[src/rtl/reg_trigger_bank_if.sv]
// Register-bus interface for reg_trigger_bank.
// Bus protocol: the host holds reg_address/reg_bytecnt/write_data stable while
// it asserts a reg_write or reg_read strobe, qualified by reg_addrvalid, for
// exactly one cycle per byte. There is no backpressure: every strobed write is
// taken on that clock edge. read_data is valid the cycle after the reg_read
// strobe and holds until the next selected read.
interface reg_trigger_bank_if #(
  parameter int pBYTECNT_SIZE = 7
) ();
  logic [7:0]               reg_address;
  logic [pBYTECNT_SIZE-1:0] reg_bytecnt;
  logic [7:0]               write_data;
  logic [7:0]               read_data;
  logic                     reg_read;
  logic                     reg_write;
  logic                     reg_addrvalid;
  logic                     selected;

  modport master (
    output reg_address, reg_bytecnt, write_data, reg_read, reg_write, reg_addrvalid,
    input  read_data, selected
  );

  modport slave (
    input  reg_address, reg_bytecnt, write_data, reg_read, reg_write, reg_addrvalid,
    output read_data, selected
  );
endinterface

[src/rtl/reg_trigger_bank.sv]
// Multi-channel, multi-pulse trigger timing bank on the USB register bus.
// Host writes byte-wise shadow registers; a commit copies every shadow to the
// active outputs in a single cycle, deferred while the trigger generator is
// busy. Also hosts a multi-step trigger-clock phase-shift sequencer.
// Optional feature macro: REG_TRIGGER_BANK_PS_TIMEOUT_EN adds a timeout on the
// psdone wait with a sticky status bit.
module reg_trigger_bank #(
  parameter int         pBYTECNT_SIZE    = 7,
  parameter int         pNUM_CHANNELS    = 2,
  parameter int         pNUM_PULSES      = 8,
  parameter int         pPULSE_SEL_WIDTH = 3,
  parameter int         pTIME_WIDTH      = 24,
  parameter logic [2:0] pSELECT          = 3'b011,
  parameter int         pPS_TIMEOUT      = 1023
) (
  input  logic                                          cwusb_clk,
  input  logic                                          reset_i,
  reg_trigger_bank_if.slave                             bus,
  input  logic                                          I_trig_busy,
  output logic [pNUM_CHANNELS*pNUM_PULSES*pTIME_WIDTH-1:0] O_trigger_delay,
  output logic [pNUM_CHANNELS*pNUM_PULSES*pTIME_WIDTH-1:0] O_trigger_width,
  output logic [pNUM_CHANNELS*4-1:0]                    O_num_pulses,
  output logic [pNUM_CHANNELS-1:0]                      O_chan_enable,
  output logic                                          O_commit_pulse,
  output logic                                          O_psen,
  output logic                                          O_psincdec,
  input  logic                                          I_psdone,
  output logic [1:0]                                    ps_state
);

  localparam int CW     = (pNUM_CHANNELS > 1) ? $clog2(pNUM_CHANNELS) : 1;
  localparam int PW     = pPULSE_SEL_WIDTH;
  localparam int TBYTES = pTIME_WIDTH / 8;
  localparam int BW     = (TBYTES > 1) ? $clog2(TBYTES) : 1;
  localparam int FLAT   = pNUM_CHANNELS * pNUM_PULSES * pTIME_WIDTH;
  localparam int TOW    = $clog2(pPS_TIMEOUT + 1);

`ifdef REG_TRIGGER_BANK_PS_TIMEOUT_EN
  localparam bit PS_TIMEOUT_EN = 1'b1;
`else
  localparam bit PS_TIMEOUT_EN = 1'b0;
`endif

  localparam logic [4:0] A_CHAN      = 5'h00;
  localparam logic [4:0] A_PULSE     = 5'h01;
  localparam logic [4:0] A_DELAY     = 5'h02;
  localparam logic [4:0] A_WIDTH     = 5'h03;
  localparam logic [4:0] A_NUM       = 5'h04;
  localparam logic [4:0] A_ENABLE    = 5'h05;
  localparam logic [4:0] A_COMMIT    = 5'h06;
  localparam logic [4:0] A_PS_STEPS  = 5'h07;
  localparam logic [4:0] A_PS_STATUS = 5'h08;

  typedef enum logic [1:0] {
    PS_IDLE  = 2'd0,
    PS_ISSUE = 2'd1,
    PS_WAIT  = 2'd2
  } ps_state_t;

  // Address decode and index qualification
  logic [4:0]    sub;
  logic          sel;
  logic          wr_en;
  logic          byte0, byte1, byte2;
  logic [7:0]    chan_sel, pulse_sel;
  logic          chan_ok, pulse_ok, byte_ok;
  logic [CW-1:0] chan_idx;
  logic [PW-1:0] pulse_idx;
  logic [BW-1:0] byte_idx;

  assign sub          = bus.reg_address[4:0];
  assign sel          = bus.reg_addrvalid && (bus.reg_address[7:5] == pSELECT);
  assign bus.selected = sel;
  assign wr_en        = sel && bus.reg_write;
  assign byte0        = (bus.reg_bytecnt == pBYTECNT_SIZE'(0));
  assign byte1        = (bus.reg_bytecnt == pBYTECNT_SIZE'(1));
  assign byte2        = (bus.reg_bytecnt == pBYTECNT_SIZE'(2));
  assign chan_ok      = (chan_sel < 8'(pNUM_CHANNELS));
  assign pulse_ok     = (pulse_sel < 8'(pNUM_PULSES));
  assign byte_ok      = (bus.reg_bytecnt < pBYTECNT_SIZE'(TBYTES));
  assign chan_idx     = chan_sel[CW-1:0];
  assign pulse_idx    = pulse_sel[PW-1:0];
  assign byte_idx     = bus.reg_bytecnt[BW-1:0];

  // Shadow storage, kept as bytes so host writes need no bit arithmetic
  logic [7:0]               sh_delay [pNUM_CHANNELS][pNUM_PULSES][TBYTES];
  logic [7:0]               sh_width [pNUM_CHANNELS][pNUM_PULSES][TBYTES];
  logic [3:0]               sh_num   [pNUM_CHANNELS];
  logic [pNUM_CHANNELS-1:0] sh_en;
  logic [FLAT-1:0]          sh_delay_flat, sh_width_flat;
  logic [pNUM_CHANNELS*4-1:0] sh_num_flat;

  logic       pending;
  logic       apply;
  logic       commit_wr;

  ps_state_t  ps_st;
  logic [15:0] ps_count;
  logic [15:0] ps_step_next;
  logic [7:0]  ps_lo;
  logic        ps_wr;
  logic        ps_active;
  logic        ps_timeout;
  logic [TOW-1:0] wait_cnt;
  logic [7:0]  rd_mux;

  assign commit_wr    = wr_en && (sub == A_COMMIT) && byte0;
  assign apply        = pending && !I_trig_busy;
  assign ps_wr        = wr_en && (sub == A_PS_STEPS);
  assign ps_step_next = ps_count[15] ? (ps_count + 16'd1) : (ps_count - 16'd1);
  assign ps_active    = (ps_st != PS_IDLE) || (ps_count != 16'd0);
  assign ps_state     = ps_st;

  // Flatten shadows into the channel-major output layout
  always_comb begin
    sh_delay_flat = '0;
    sh_width_flat = '0;
    sh_num_flat   = '0;
    for (int c = 0; c < pNUM_CHANNELS; c++) begin
      sh_num_flat[c*4 +: 4] = sh_num[c];
      for (int p = 0; p < pNUM_PULSES; p++) begin
        for (int b = 0; b < TBYTES; b++) begin
          sh_delay_flat[((c*pNUM_PULSES + p)*TBYTES + b)*8 +: 8] = sh_delay[c][p][b];
          sh_width_flat[((c*pNUM_PULSES + p)*TBYTES + b)*8 +: 8] = sh_width[c][p][b];
        end
      end
    end
  end

  // Host writes into index registers and shadows
  always_ff @(posedge cwusb_clk or negedge reset_i) begin
    if (!reset_i) begin
      chan_sel  <= '0;
      pulse_sel <= '0;
      sh_en     <= '0;
      for (int c = 0; c < pNUM_CHANNELS; c++) begin
        sh_num[c] <= '0;
        for (int p = 0; p < pNUM_PULSES; p++) begin
          for (int b = 0; b < TBYTES; b++) begin
            sh_delay[c][p][b] <= '0;
            sh_width[c][p][b] <= '0;
          end
        end
      end
    end else if (wr_en) begin
      case (sub)
        A_CHAN:   if (byte0) chan_sel <= bus.write_data;
        A_PULSE:  if (byte0) pulse_sel <= bus.write_data;
        A_DELAY:  if (chan_ok && pulse_ok && byte_ok) sh_delay[chan_idx][pulse_idx][byte_idx] <= bus.write_data;
        A_WIDTH:  if (chan_ok && pulse_ok && byte_ok) sh_width[chan_idx][pulse_idx][byte_idx] <= bus.write_data;
        A_NUM:    if (byte0 && chan_ok) sh_num[chan_idx] <= bus.write_data[3:0];
        A_ENABLE: if (byte0) sh_en <= bus.write_data[pNUM_CHANNELS-1:0];
        default:  ;
      endcase
    end
  end

  // Commit: pending flag, atomic shadow-to-active copy and strobe.
  // A commit write landing on the apply cycle does not re-arm pending, so a
  // repeated request while one is outstanding yields a single commit.
  always_ff @(posedge cwusb_clk or negedge reset_i) begin
    if (!reset_i) begin
      pending         <= 1'b0;
      O_commit_pulse  <= 1'b0;
      O_trigger_delay <= '0;
      O_trigger_width <= '0;
      O_num_pulses    <= {pNUM_CHANNELS{4'd1}};
      O_chan_enable   <= '0;
    end else begin
      O_commit_pulse <= apply;
      if (apply) begin
        O_trigger_delay <= sh_delay_flat;
        O_trigger_width <= sh_width_flat;
        O_num_pulses    <= sh_num_flat;
        O_chan_enable   <= sh_en;
      end
      if (commit_wr) pending <= bus.write_data[0] && !apply;
      else if (apply) pending <= 1'b0;
    end
  end

  // Phase-shift sequencer: one psen per step, stepping the count toward zero
  always_ff @(posedge cwusb_clk or negedge reset_i) begin
    if (!reset_i) begin
      ps_st      <= PS_IDLE;
      ps_count   <= '0;
      ps_lo      <= '0;
      O_psen     <= 1'b0;
      O_psincdec <= 1'b0;
      ps_timeout <= 1'b0;
      wait_cnt   <= '0;
    end else begin
      O_psen <= 1'b0;
      if (wr_en && (sub == A_PS_STATUS)) ps_timeout <= 1'b0;
      case (ps_st)
        PS_IDLE: begin
          if (ps_count != 16'd0) begin
            ps_st      <= PS_ISSUE;
            O_psen     <= 1'b1;
            O_psincdec <= !ps_count[15];
          end else if (ps_wr && byte0) begin
            ps_lo <= bus.write_data;
          end else if (ps_wr && byte1) begin
            ps_count <= {bus.write_data, ps_lo};
          end
        end
        PS_ISSUE: begin
          ps_st    <= PS_WAIT;
          wait_cnt <= '0;
        end
        PS_WAIT: begin
          if (I_psdone) begin
            ps_count <= ps_step_next;
            if (ps_step_next != 16'd0) begin
              ps_st      <= PS_ISSUE;
              O_psen     <= 1'b1;
              O_psincdec <= !ps_step_next[15];
            end else begin
              ps_st <= PS_IDLE;
            end
          end else if (PS_TIMEOUT_EN && (wait_cnt == TOW'(pPS_TIMEOUT - 1))) begin
            ps_st      <= PS_IDLE;
            ps_count   <= '0;
            ps_timeout <= 1'b1;
          end else begin
            wait_cnt <= wait_cnt + 1'b1;
          end
        end
        default: ps_st <= PS_IDLE;
      endcase
    end
  end

  // Read mux over the current register state
  always_comb begin
    rd_mux = 8'h00;
    case (sub)
      A_CHAN:      if (byte0) rd_mux = chan_sel;
      A_PULSE:     if (byte0) rd_mux = pulse_sel;
      A_DELAY:     if (chan_ok && pulse_ok && byte_ok) rd_mux = sh_delay[chan_idx][pulse_idx][byte_idx];
      A_WIDTH:     if (chan_ok && pulse_ok && byte_ok) rd_mux = sh_width[chan_idx][pulse_idx][byte_idx];
      A_NUM:       if (byte0 && chan_ok) rd_mux = {4'b0, sh_num[chan_idx]};
      A_ENABLE:    if (byte0) rd_mux = 8'(sh_en);
      A_COMMIT:    if (byte0) rd_mux = {6'b0, I_trig_busy, pending};
      A_PS_STEPS: begin
        if (byte0) rd_mux = ps_count[7:0];
        else if (byte1) rd_mux = ps_count[15:8];
      end
      A_PS_STATUS: begin
        if (byte0) rd_mux = {6'b0, ps_timeout, ps_active};
        else if (byte1) rd_mux = ps_count[7:0];
        else if (byte2) rd_mux = ps_count[15:8];
      end
      default: rd_mux = 8'h00;
    endcase
  end

  // Registered read data, updated on each selected read strobe
  always_ff @(posedge cwusb_clk or negedge reset_i) begin
    if (!reset_i) bus.read_data <= 8'h00;
    else if (sel && bus.reg_read) bus.read_data <= rd_mux;
  end

endmodule

[src/flat_wrapper.sv]
// flat-port wrapper written by rule: the top's interface ports become plain ports
module reg_trigger_bank_flat 
#(
  parameter int         pBYTECNT_SIZE    = 7,
  parameter int         pNUM_CHANNELS    = 2,
  parameter int         pNUM_PULSES      = 8,
  parameter int         pPULSE_SEL_WIDTH = 3,
  parameter int         pTIME_WIDTH      = 24,
  parameter logic [2:0] pSELECT          = 3'b011,
  parameter int         pPS_TIMEOUT      = 1023
)
  (cwusb_clk, reset_i, I_trig_busy, O_trigger_delay, O_trigger_width, O_num_pulses, O_chan_enable, O_commit_pulse, O_psen, O_psincdec, I_psdone, ps_state, bus_reg_address, bus_reg_bytecnt, bus_write_data, bus_reg_read, bus_reg_write, bus_reg_addrvalid, bus_read_data, bus_selected);
  reg_trigger_bank_if #(.pBYTECNT_SIZE(pBYTECNT_SIZE)) bus_i ();
  input  logic cwusb_clk;
  input  logic reset_i;
  input  logic I_trig_busy;
  output logic [pNUM_CHANNELS*pNUM_PULSES*pTIME_WIDTH-1:0] O_trigger_delay;
  output logic [pNUM_CHANNELS*pNUM_PULSES*pTIME_WIDTH-1:0] O_trigger_width;
  output logic [pNUM_CHANNELS*4-1:0] O_num_pulses;
  output logic [pNUM_CHANNELS-1:0] O_chan_enable;
  output logic O_commit_pulse;
  output logic O_psen;
  output logic O_psincdec;
  input  logic I_psdone;
  output logic [1:0] ps_state;
  input wire logic [$bits(bus_i.reg_address)-1:0] bus_reg_address;
  input wire logic [$bits(bus_i.reg_bytecnt)-1:0] bus_reg_bytecnt;
  input wire logic [$bits(bus_i.write_data)-1:0] bus_write_data;
  input wire logic [$bits(bus_i.reg_read)-1:0] bus_reg_read;
  input wire logic [$bits(bus_i.reg_write)-1:0] bus_reg_write;
  input wire logic [$bits(bus_i.reg_addrvalid)-1:0] bus_reg_addrvalid;
  output wire logic [$bits(bus_i.read_data)-1:0] bus_read_data;
  output wire logic [$bits(bus_i.selected)-1:0] bus_selected;
  assign bus_i.reg_address = bus_reg_address;
  assign bus_i.reg_bytecnt = bus_reg_bytecnt;
  assign bus_i.write_data = bus_write_data;
  assign bus_i.reg_read = bus_reg_read;
  assign bus_i.reg_write = bus_reg_write;
  assign bus_i.reg_addrvalid = bus_reg_addrvalid;
  assign bus_read_data = bus_i.read_data;
  assign bus_selected = bus_i.selected;
  reg_trigger_bank #(.pBYTECNT_SIZE(pBYTECNT_SIZE), .pNUM_CHANNELS(pNUM_CHANNELS), .pNUM_PULSES(pNUM_PULSES), .pPULSE_SEL_WIDTH(pPULSE_SEL_WIDTH), .pTIME_WIDTH(pTIME_WIDTH), .pSELECT(pSELECT), .pPS_TIMEOUT(pPS_TIMEOUT)) u_core (.cwusb_clk(cwusb_clk), .reset_i(reset_i), .bus(bus_i), .I_trig_busy(I_trig_busy), .O_trigger_delay(O_trigger_delay), .O_trigger_width(O_trigger_width), .O_num_pulses(O_num_pulses), .O_chan_enable(O_chan_enable), .O_commit_pulse(O_commit_pulse), .O_psen(O_psen), .O_psincdec(O_psincdec), .I_psdone(I_psdone), .ps_state(ps_state));
endmodule
[config.mk]
export PLATFORM = sky130hd
export DESIGN_NAME = reg_trigger_bank_flat
export DESIGN_NICKNAME = d
export VERILOG_FILES = /design/src/rtl/reg_trigger_bank_if.sv /design/src/rtl/reg_trigger_bank.sv /design/src/flat_wrapper.sv
export SDC_FILE = /design/constraint.sdc
export NUM_CORES = 2
export LEC_CHECK = 0
export BUFFER_PORTS_ARGS = -buffer_cell sky130_fd_sc_hd__buf_2
export CAP_MARGIN = 5
export CORE_MARGIN = 3
export CORE_UTILIZATION = 40
export CTS_BUF_LIST = sky130_fd_sc_hd__clkbuf_4 sky130_fd_sc_hd__clkbuf_8 sky130_fd_sc_hd__clkbuf_16
export CTS_CLUSTER_DIAMETER = 80
export CTS_CLUSTER_SIZE = 20
export DETAILED_ROUTE_END_ITERATION = 10
export MAX_ROUTING_LAYER = met4
export SLEW_MARGIN = 20
export SYNTH_ARGS = -nofsm -noshare
export SYNTH_HDL_FRONTEND = slang
export SYNTH_SLANG_ARGS = --single-unit
export TNS_END_PERCENT = 20
[constraint.sdc]
create_clock -name cwusb_clk -period 4.6 [get_ports cwusb_clk]
set_clock_uncertainty 0.2 [all_clocks]
set_input_delay 0.46 -clock cwusb_clk [delete_from_list [all_inputs] [get_ports cwusb_clk]]
set_output_delay 0.46 -clock cwusb_clk [all_outputs]
set_load 0.02 [all_outputs]
==> impl_metrics.csv <==
group,metric,value,unit
outcome,outcome,"finished clean",
logic_synthesis,async_flop_share,100,%
floorplanning,num_rows,150,
critical_path,cp.required,5.00,ns
grt,grt_pass1_wl,356000,µm
logic_synthesis,synth_cell_types,75,
sta,fin_crit_sh,82.8,%
drt,wl_per_cell,27.9,µm
logic_synthesis,synth_cells,5983,
power,p_comb_share,8.0,%
clock_tree,numCtsBuffers,102,
floorplanning,dieArea,176000,µm²
min_path,hp-class,"primary input to async pin",
cells_and_area,layout.nets,6725,
drt,drc,0,
critical_path,worstReg2RegStart,"u_core.chan_sel[0]",
floorplanning,ioPinCount,822,
sta,fin_ws,0.789,ns
logic_synthesis,yosysWarnings,0,
grt,grt_start_max_net_pins,190,
power,p_sw_share,25.9,%
placed_design,place_congestion,0.927,
critical_path,crit_start,"u_core.chan_sel[0]",
logic_synthesis,ys_ff_latch,1610,
sta,rsz0062_at_grt,"false",
floorplanning,coreArea,168000,µm²
logic_synthesis,synth.avg_cell_area,11.4,µm²
clock_tree,clk_path_buf_depth,3,
logic_synthesis,ys_seq_area_share,59.1,%
power,power_leakage,0.0430,µW
grt,grt_pass1_vias,49016,
power,power_density,332,nW/µm²
power,switchingPower,6740,µW
clock_tree,cts.sinks,1610,
critical_path,worstPathArrival,4.21,ns
grt,antenna_found_initial,9,
grt,grt_util_all_layers,28.7,%
sta,slew_violations,0,
logic_synthesis,yosys_most_used_dff,"dfrtp_1",
clock_tree,htreeDepth,3,
floorplanning,initial_core_util,40.5,%
sta,hold_viol,0,
critical_path,path_cells,"buf_4 -> buf_4 -> mux4_2 -> mux2i_1 -> nor2_1 -> a311oi_1 -> nor3_1 -> nor3_1 -> a21oi_1",
placed_design,port_buffers,821,
logic_synthesis,synth_top_cell_by_area,"dfrtp_1",
logic_synthesis,netlist_area,68200,µm²
sta,max_freq,262,MHz
grt,busiest_layer,"met2",
cells_and_area,drive_above_1_share,32.4,%
placed_design,hpwl,180000,µm
clock_tree,post_cts_buffers,0,
drt,drt_iter0_drc,4316,
drt,vias,49175,
critical_path,cp_max_fo,18,
logic_synthesis,yosysMostFrequentCell,"nand2_1",
run,maxCapViolations,0,
sta,fin_crit,3.81,ns
drt,ant_nets,0,
logic_synthesis,synth_edf_count,0,
critical_path,crit_slowest_cell,"dfrtp_4",
grt,use_met3,3.43,%
drt,viasPerCell,5.50,
logic_synthesis,synthTopCellsByCount,"2,395 x nand2_1, 1,608 x dfrtp_1, 792 x mux2_2",
clock_tree,clockRootBuffer,"clkbuf_16",
critical_path,critPathTopFamily,"multiplexers",
grt,grt_use_met2,47.4,%
logic_synthesis,syn_nets,6030,
sta,setup_viol,0,
critical_path,critPathBufInv,2,
placed_design,place_ws,0.628,ns
logic_synthesis,synth_top_cells_by_area,"dfrtp_1 59%, nand2_1 13%, mux2_2 13%",
power,p_clk_share,36.7,%
critical_path,critPathLaunchType,"flip-flop",
power,p_seq_share,55.2,%
sta,tns,0,ns
clock_tree,clock_latency,0.74,ns
floorplanning,dieWidth,419,µm
cells_and_area,area_growth,15.0,%
power,power,26100,µW
logic_synthesis,synth_top_area_share,59.0,%
drt,drt-total-wl,249000,µm
floorplanning,die_y,419,µm
sta,worst_slew_pin_slew,1.15,ns
power,p_int,19300,µW
critical_path,setup.worst_path.class,"flip-flop to flip-flop",
sta,maxSlewHeadroom,23.5,%
clock_tree,cts_tree,"done",
critical_path,end_kind,"flip-flop",
grt,met1_usage,35.3,%
drt,drt_first_pass_iters,7,
power,peakVddDrop,275,µV
clock_tree,path_clk_slew,0.09,ns
grt,overflow,0,
critical_path,slowest_delay,0.87,ns
state kept, by name, indices dropped and copies added (netlist names):
signal,count
u_core.pulse_sel,8
u_core.ps_state,2
u_core.bus.read_data,8
u_core.O_trigger_width,384
u_core.O_trigger_delay,384
u_core.pending,1
u_core.sh_en,2
u_core.O_commit_pulse,1
u_core.O_chan_enable,2
u_core.sh_width,384
u_core.chan_sel,8
u_core.sh_delay,384
u_core.O_num_pulses,8
u_core.sh_num,8
u_core.O_psen,1
u_core.O_psincdec,1
u_core.ps_count,16
u_core.ps_lo,8
metal layers:
layer	up-vias	part of all wire [%]
li1	21298	-
met1	25852	40
met2	1633	50
met3	392	4.8
met4	0	5.8
met5	-	0
placed cells by master (no fill, tap or decap), drive strengths merged, types with 13 or more instances in the layout:
cell       n
ha        16
nand2b    16
nand3     15
o22ai     13
dfrtp   1608
clkbuf   119
a22oi     28
clkinv    15
buf      952
nor3      32
a21oi     52
nor2      49
o21ai     31
mux2i    111
mux4     167
nand2   2475
mux2     813
inv       28
layout make-up:
cell class	instances	area, µm²
clock buffers	119	2770
inverters	14	60.1
clock inverters	34	357
multi-input cells	3994	26500
repair buffers	956	5630
flip-flops and latches	1610	40300
well taps	2204	2760
fillers	15753	89900
diodes	12	30.0
cell families (layout without fill, tap and decap cells):
logic type | count (synthesis) | count (layout) | synth area share [%]
other | 0 | 12 | 0
DFF | 1610 | 1610 | 59.1
adders and majority gates | 17 | 17 | 0.323
buffers and inverters | 379 | 1123 | 2.20
muxes | 1091 | 1091 | 20.6
xor gates and xnor gates | 8 | 8 | 0.103
and+or+nand+nor | 2655 | 2655 | 15.5
AOI/OAI and AO/OA | 223 | 223 | 2.24
power groups by stage:
stage	sequential, µW	clock [µW]	combinational, µW
global placement	14700	0	2060
floorplan	14600	0	1260
global route	14400	10300	2330
CTS	14400	9750	2100
finish	14400	9570	2090
detailed placement	14700	0	2090
stage by stage:
step / instance area [µm²] / cells / utilization, % / hold slack (ns)
after global placement: 75200 / 8774 / 44.7 / 0.249
after global routing: 78400 / 8938 / 46.6 / 0.0739
after detailed placement: 75200 / 8774 / 44.7 / 0.250
after floorplan: 68200 / 5983 / - / -0.0356
after CTS: 78400 / 8931 / 46.6 / 0.0228
final: 78400 / 8943 / 46.6 / 0.0945
path summary, 6_finish.rpt:
| check | slack [ns] | to | cells past startpoint |
|---|---|---|---|
| max | 0.79 | u_core.bus.read_data[4] | 9 |
| min | 0.09 | u_core.O_trigger_delay[346] | 2 |
| max reg2reg | 0.79 | u_core.bus.read_data[4] | 9 |
| min reg2reg | 0.27 | u_core.O_num_pulses[0] | 2 |
| max in group asynchronous | 2.63 | u_core.O_trigger_width[327] | 4 |
| min in group cwusb_clk | 0.10 | u_core.sh_en[0] | 4 |
timing repair:
| action | CTS | global route |
|---|---|---|
| hold endpoints to repair | 159 | 0 |
| hold buffers | 4 | 0 |
| gates resized for setup | 0 | 0 |
| endpoints found under the setup margin | 0 | 0 |
Power figures use the tool's default switching activity.
